--- src/rtl/cpu_tick_pkg.sv ---
// Shared types and constants for the CPU tick controller: FSM state encoding,
// mode_sel decode values and the tick counter width.
package cpu_tick_pkg;

    typedef enum logic [1:0] {
        ST_HALT = 2'd0,
        ST_RUN  = 2'd1,
        ST_STEP = 2'd2,
        ST_BRK  = 2'd3
    } state_e;

    localparam logic [1:0] MODE_HALT = 2'b00;
    localparam logic [1:0] MODE_RUN  = 2'b01;
    localparam logic [1:0] MODE_STEP = 2'b10;

    localparam int unsigned TICK_CNT_W = 16;
    localparam logic [TICK_CNT_W-1:0] TICK_INC = 16'd1;

    // The reserved encoding 11 is folded into HALT.
    function automatic state_e decode_mode(input logic [1:0] mode);
        case (mode)
            MODE_RUN:  decode_mode = ST_RUN;
            MODE_STEP: decode_mode = ST_STEP;
            MODE_HALT: decode_mode = ST_HALT;
            default:   decode_mode = ST_HALT;
        endcase
    endfunction

endpackage

--- src/rtl/cpu_tick_controller_counter.sv ---
// Period counter for free-run mode: counts 0..period-1 while enabled and
// flags the wrap cycle; clear has priority over counting.
module tick_period_counter #(
    parameter int unsigned CNT_W = 32
) (
    input  logic             clk_in,
    input  logic             reset,
    input  logic             clear_i,
    input  logic             enable_i,
    input  logic [CNT_W-1:0] period_i,
    output logic             wrap_o
);

    localparam logic [CNT_W-1:0] ONE = {{(CNT_W-1){1'b0}}, 1'b1};

    logic [CNT_W-1:0] count_q;
    logic [CNT_W-1:0] count_d;

    assign wrap_o = enable_i && (count_q == (period_i - ONE));

    // Next count: clear, wrap to zero, or increment.
    always_comb begin
        count_d = count_q;
        if (clear_i) begin
            count_d = '0;
        end else if (enable_i) begin
            if (wrap_o) begin
                count_d = '0;
            end else begin
                count_d = count_q + ONE;
            end
        end else begin
            count_d = count_q;
        end
    end

    // Counter register with synchronous reset.
    always_ff @(posedge clk_in) begin
        if (reset) begin
            count_q <= '0;
        end else begin
            count_q <= count_d;
        end
    end

endmodule

--- src/rtl/cpu_tick_controller.sv ---
// Generates the core's one-cycle tick enable: mode FSM (halt/run/step/break),
// step-button edge detect and a programmable period with deferred updates.
module cpu_tick_controller
    import cpu_tick_pkg::*;
#(
    parameter int unsigned      CNT_W       = 32,
    parameter logic [CNT_W-1:0] DEFAULT_DIV = 32'd25_000_000,
    parameter logic [CNT_W-1:0] MIN_DIV     = 32'd2
) (
    input  logic                  clk_in,
    input  logic                  reset,
    input  logic [1:0]            mode_sel,
    input  logic                  step_req,
    input  logic                  halt_req,
    input  logic                  div_wr,
    input  logic [CNT_W-1:0]      div_data,
    output logic                  div_ack,
    output logic                  tick,
    output logic [TICK_CNT_W-1:0] tick_count,
    output state_e                state
);

    function automatic logic [CNT_W-1:0] clamp_div(input logic [CNT_W-1:0] d);
        if (d < MIN_DIV) begin
            clamp_div = MIN_DIV;
        end else begin
            clamp_div = d;
        end
    endfunction

    state_e                state_q, state_d;
    logic                  tick_q, tick_d;
    logic                  ack_q, ack_d;
    logic [TICK_CNT_W-1:0] tick_count_q, tick_count_d;
    logic [CNT_W-1:0]      div_active_q, div_active_d;
    logic [CNT_W-1:0]      div_pending_q, div_pending_d;
    logic                  pend_q, pend_d;
    logic                  step_q, step_prev_q;
    logic                  wrap_s, apply_s, run_stay_s, step_edge_s;

    tick_period_counter #(.CNT_W(CNT_W)) u_counter (
        .clk_in   (clk_in),
        .reset    (reset),
        .clear_i  (state_d != ST_RUN),
        .enable_i (state_q == ST_RUN),
        .period_i (div_active_q),
        .wrap_o   (wrap_s)
    );

    // Next-state, tick and divisor-update decisions.
    always_comb begin
        state_d = state_q;
        case (state_q)
            ST_HALT, ST_STEP: state_d = decode_mode(mode_sel);
            ST_RUN: begin
                if (halt_req) begin
                    state_d = ST_BRK;
                end else begin
                    state_d = decode_mode(mode_sel);
                end
            end
            ST_BRK: begin
                if (mode_sel != MODE_RUN) begin
                    state_d = decode_mode(mode_sel);
                end else begin
                    state_d = ST_BRK;
                end
            end
            default: state_d = ST_HALT;
        endcase

        run_stay_s  = (state_q == ST_RUN) && (state_d == ST_RUN);
        step_edge_s = step_q && !step_prev_q;

        // A wrap only produces a tick if the FSM stays in RUN across it.
        if (run_stay_s) begin
            tick_d = wrap_s;
        end else if (state_q == ST_STEP) begin
            tick_d = step_edge_s;
        end else begin
            tick_d = 1'b0;
        end

        if (state_q == ST_RUN) begin
            apply_s = pend_q && wrap_s;
        end else begin
            apply_s = pend_q;
        end

        // A write in the same cycle as an apply re-arms pending with the new value.
        pend_d        = pend_q;
        div_pending_d = div_pending_q;
        if (div_wr) begin
            pend_d        = 1'b1;
            div_pending_d = clamp_div(div_data);
        end else if (apply_s) begin
            pend_d = 1'b0;
        end else begin
            pend_d = pend_q;
        end

        if (apply_s) begin
            div_active_d = div_pending_q;
        end else begin
            div_active_d = div_active_q;
        end
        ack_d = apply_s;

        if (tick_d) begin
            tick_count_d = tick_count_q + TICK_INC;
        end else begin
            tick_count_d = tick_count_q;
        end
    end

    // FSM state and all registered outputs.
    always_ff @(posedge clk_in) begin
        if (reset) begin
            state_q       <= ST_HALT;
            tick_q        <= 1'b0;
            ack_q         <= 1'b0;
            tick_count_q  <= '0;
            div_active_q  <= DEFAULT_DIV;
            div_pending_q <= DEFAULT_DIV;
            pend_q        <= 1'b0;
            step_q        <= 1'b0;
            step_prev_q   <= 1'b0;
        end else begin
            state_q       <= state_d;
            tick_q        <= tick_d;
            ack_q         <= ack_d;
            tick_count_q  <= tick_count_d;
            div_active_q  <= div_active_d;
            div_pending_q <= div_pending_d;
            pend_q        <= pend_d;
            step_q        <= step_req;
            step_prev_q   <= step_q;
        end
    end

    assign tick       = tick_q;
    assign div_ack    = ack_q;
    assign tick_count = tick_count_q;
    assign state      = state_q;

endmodule

--- config.mk ---
export PLATFORM = sky130hd
export DESIGN_NAME = cpu_tick_controller
export DESIGN_NICKNAME = d
export VERILOG_FILES = /design/src/rtl/cpu_tick_pkg.sv /design/src/rtl/cpu_tick_controller_counter.sv /design/src/rtl/cpu_tick_controller.sv
export SDC_FILE = /design/constraint.sdc
export NUM_CORES = 1
export LEC_CHECK = 0
export BUFFER_PORTS_ARGS = -buffer_cell sky130_fd_sc_hd__buf_2
export CAP_MARGIN = 40
export CELL_PAD_IN_SITES_DETAIL_PLACEMENT = 0
export CELL_PAD_IN_SITES_GLOBAL_PLACEMENT = 1
export CORE_AREA = 2 2 112 135
export DETAILED_ROUTE_END_ITERATION = 6
export DIE_AREA = 0 0 114 137
export HOLD_SLACK_MARGIN = 0.08
export PLACE_DENSITY = 0.75
export RECOVER_POWER = 100
export SYNTH_ARGS = -nofsm -noshare
export SYNTH_HDL_FRONTEND = slang
export SYNTH_HIERARCHICAL = 1
export SYNTH_SLANG_ARGS = --single-unit
export TNS_END_PERCENT = 30
--- constraint.sdc ---
create_clock -name clk_in -period 8.6 [get_ports clk_in]
set_input_delay 0.43 -clock clk_in [delete_from_list [all_inputs] [get_ports clk_in]]
set_output_delay 0.43 -clock clk_in [all_outputs]
set_load 0.02 [all_outputs]
==> summary by stage <==
Routing
The detailed-route vias per instance is 5.55. Wires add up to 14600 um. The final antenna-violating net count is 0. The iteration count of the initial detailed-routing pass is 5. The routed layout has 5304 vias.

The initial DRC count is 293. The average wire length per cell after detail routing is 15.3 um. After detailed routing, the number of remaining DRC violations is 0.

Global route
The via count of the first global-routing pass is 4926. Entering global routing, the biggest net connects 89 pins. The first-pass GRT wire length is 24200 um. Global routing finished with a remaining overflow of 0. The number of antenna violations at the first check in global routing is 0. The total track usage is 0.193.

Yosys
The leading area contributor after synthesis is dfxtp_1. The mapped netlist covers 6320 sq um. The number of distinct library cells after synthesis is 80. Ranked by total cell area, the synthesized netlist is headed by dfxtp_1, nand2_1, xor2_1. Of the post-synthesis cell area, the dominant cell type holds 0.377. Among all flip-flop cells after synthesis, the most frequent one is dfxtp_1. Of all flip-flops after synthesis, the portion carrying an async set or reset was 0. The number of enable-type register cells in the synthesized netlist is 0. The post-synthesis sequential area ratio is 0.377. The total nets after synthesis is 770. Yosys printed 6 warnings. After technology mapping, the gate count stands at 725.

The number of synthesized register bits is 119. Each instance of the synthesized netlist takes up on average 8.72 sq um.

STA
The maximum clock skew at final layout is 7.65 ps. The period utilization is 0.678. On the final layout, the worst hold slack is 238 ps. The worst path needs 5830 ps of the cycle, external delays included.

The transition time at the pin with the least slew margin is 3570 ps. The max-slew violation count is 90. The worst pin sits at a relative slew slack of -1.38. Setup repair after global routing left no endpoint under its margin. The count of final hold-check violations is 0.

The peak clock frequency supported by timing is 172 MHz. The number of setup violations in the final report is 0. Summed over all failing endpoints, the final setup total negative slack is 0 ps.

Critical path
The arrival time reported for the critical path endpoint is 6070 ps. The startpoint of the lowest-slack register-to-register path is div_active_q[0]. The worst setup path is launched from a flip-flop. The endpoint kind of the worst setup timing path is a flip-flop. The slack of the worst reg-to-reg path is 2770 ps. The required time of the worst setup path is 8840 ps. The launch point of the critical path is div_active_q[0].

In this run the worst path has a maximum fanout of 22. The critical path start-end classification is reg -> reg.

Worst hold path
The tightest min-delay check is of the in -> reg type. The startpoint identified for the worst hold timing path is step_req.

Clock network
The number of buffers added to fix hold violations after cts is 0. TritonCTS built the clock tree. The insertion delay to the later sink of the worst-skew pair is 410 ps. The number of clock sinks is 119. The total setup buffers inserted after CTS is 0. After clock tree synthesis, the repair step resized 0 gates.

The root cell of the clock tree is clkbuf_16. The clock transition time at the flip-flop clock pins of the worst setup and hold paths is 60 ps. Counting the buffers created by CTS gives 17. The H-tree generated during clock tree synthesis spans 4 levels. The worst-case clock buffer depth is 2.

Run
The max-cap violation count is 2.

Layout
The count of nets after finishing is 813. The library cells used most frequently in the layout, excluding fill and tap cells, are dfxtp_1, nand2_1, nor2_1, a21oi_1, buf_2. The area overhead of the layout relative to synthesis is 14.0%.

The number of antenna diodes in the final layout is 0. The number of fill cells in the layout is 1375. The most common cell after layout, fill and taps aside is dfxtp_1. The share of post-route cells with drive strength above 1 is 0.164.

Floorplan
The initial cell density of the core is 0.442. The total number of placement rows is 48. The number of I/O pins is 59. The core region is 14300 sq um. In this run the vertical extent of the chip is 137 um.

The die is 114 um wide. The die covers 15600 sq um.

Place
The detailed-placement wirelength estimate is 10500 um. The placer's final routability congestion estimate is 0.826. The number of port buffers is 58.

Power and ir drop
The leakage dissipation is 2.60 nW. The power per standard cell area is 198 nW/um^2. The design draws 1.42 mW. VDD sags by at most 0.116 mV.

Outcome
The flow ran to the end, but the final reports show violations. The final reports fail on capacitance limit, slew limit.
## where the power goes
group	internal (mW)	total, mW	switching, mW
combinational	0.0456	0.107	0.0613
clock	0.465	0.727	0.262
sequential	0.570	0.590	0.0206
## cell families (layout without fill, tap and decap cells)
kind of cell,Yosys count,after routing,synth area share
muxes,23,23,0.0384
DFF,119,119,0.377
adders and majority gates,6,6,0.0119
buffers and inverters,53,109,0.0463
AOI/OAI and AO/OA,115,115,0.123
xor gates and xnor gates,66,66,0.0914
and+or+nand+nor,343,343,0.312
## cells in the mapped netlist, types with 14 or more instances
cell      number
dfxtp_1      119
nand2_1       88
nor2_1        50
a21oi_1       42
xor2_1        37
nor2_2        31
xnor2_1       29
mux2i_1       22
clkbuf_1      21
nand3_1       20
o21ai_0       17
nand4_1       16
nor2b_1       16
nor3_1        16
nor4_1        15
inv_1         14
nand3b_1      14
## final cells by class
cell class / instances / area (sq um) / share of cell area
clock buffers: 18 / 439 / 0.0610
flip-flops and latches: 119 / 2380 / 0.331
repair buffers: 63 / 319 / 0.0443
inverters: 14 / 52.6 / 0.00730
well taps: 175 / 219 / 0.0304
clock inverters: 14 / 173 / 0.0240
multi-input cells: 553 / 3620 / 0.502
## layer usage
metal	global-route usage	share of wire	vias to the layer above
li1	-	-	2671
met1	0.265	0.48	2494
met2	0.305	0.46	125
met3	0.0399	0.047	14
met4	0.0617	0.013	0
met5	0	0	-
## final timing paths
| kind | to | depth (start not counted) |
|---|---|---|
| max | u_counter/count_q[19] | 11 |
| min | step_q | 2 |
| max reg2reg | u_counter/count_q[19] | 11 |
| min reg2reg | div_active_q[31] | 2 |
## flip-flops by register name, summed over array words and instances (netlist names)
name	count
u_counter/count_q	32
state	2
step_prev_q	1
step_q	1
div_ack	1
div_pending_q	32
pend_q	1
tick_count	16
div_active_q	32
tick	1
## per-stage QoR
step,cells,worst slack [ps],utilization,area (sq um)
finish,956,2770,0.504,7200
global placement,921,4720,0.462,6610
floorplan,725,5080,-,6320
CTS,956,4490,0.510,7280
detailed placement,924,4500,0.467,6670
global route,956,2330,0.504,7200
## worst max-delay path, stage by stage, from the launching register on
cell	delay, ps
dfxtp_1	350
inv_1	70
ha_1	250
nor4b_1	1150
nand4_4	320
nor4_1	350
xnor2_1	130
nor4_1	350
nand4_2	240
o21ai_0	1190
clkbuf_1	1150
nor2_2	80
Note: power is estimated with default switching activity, not from simulation.
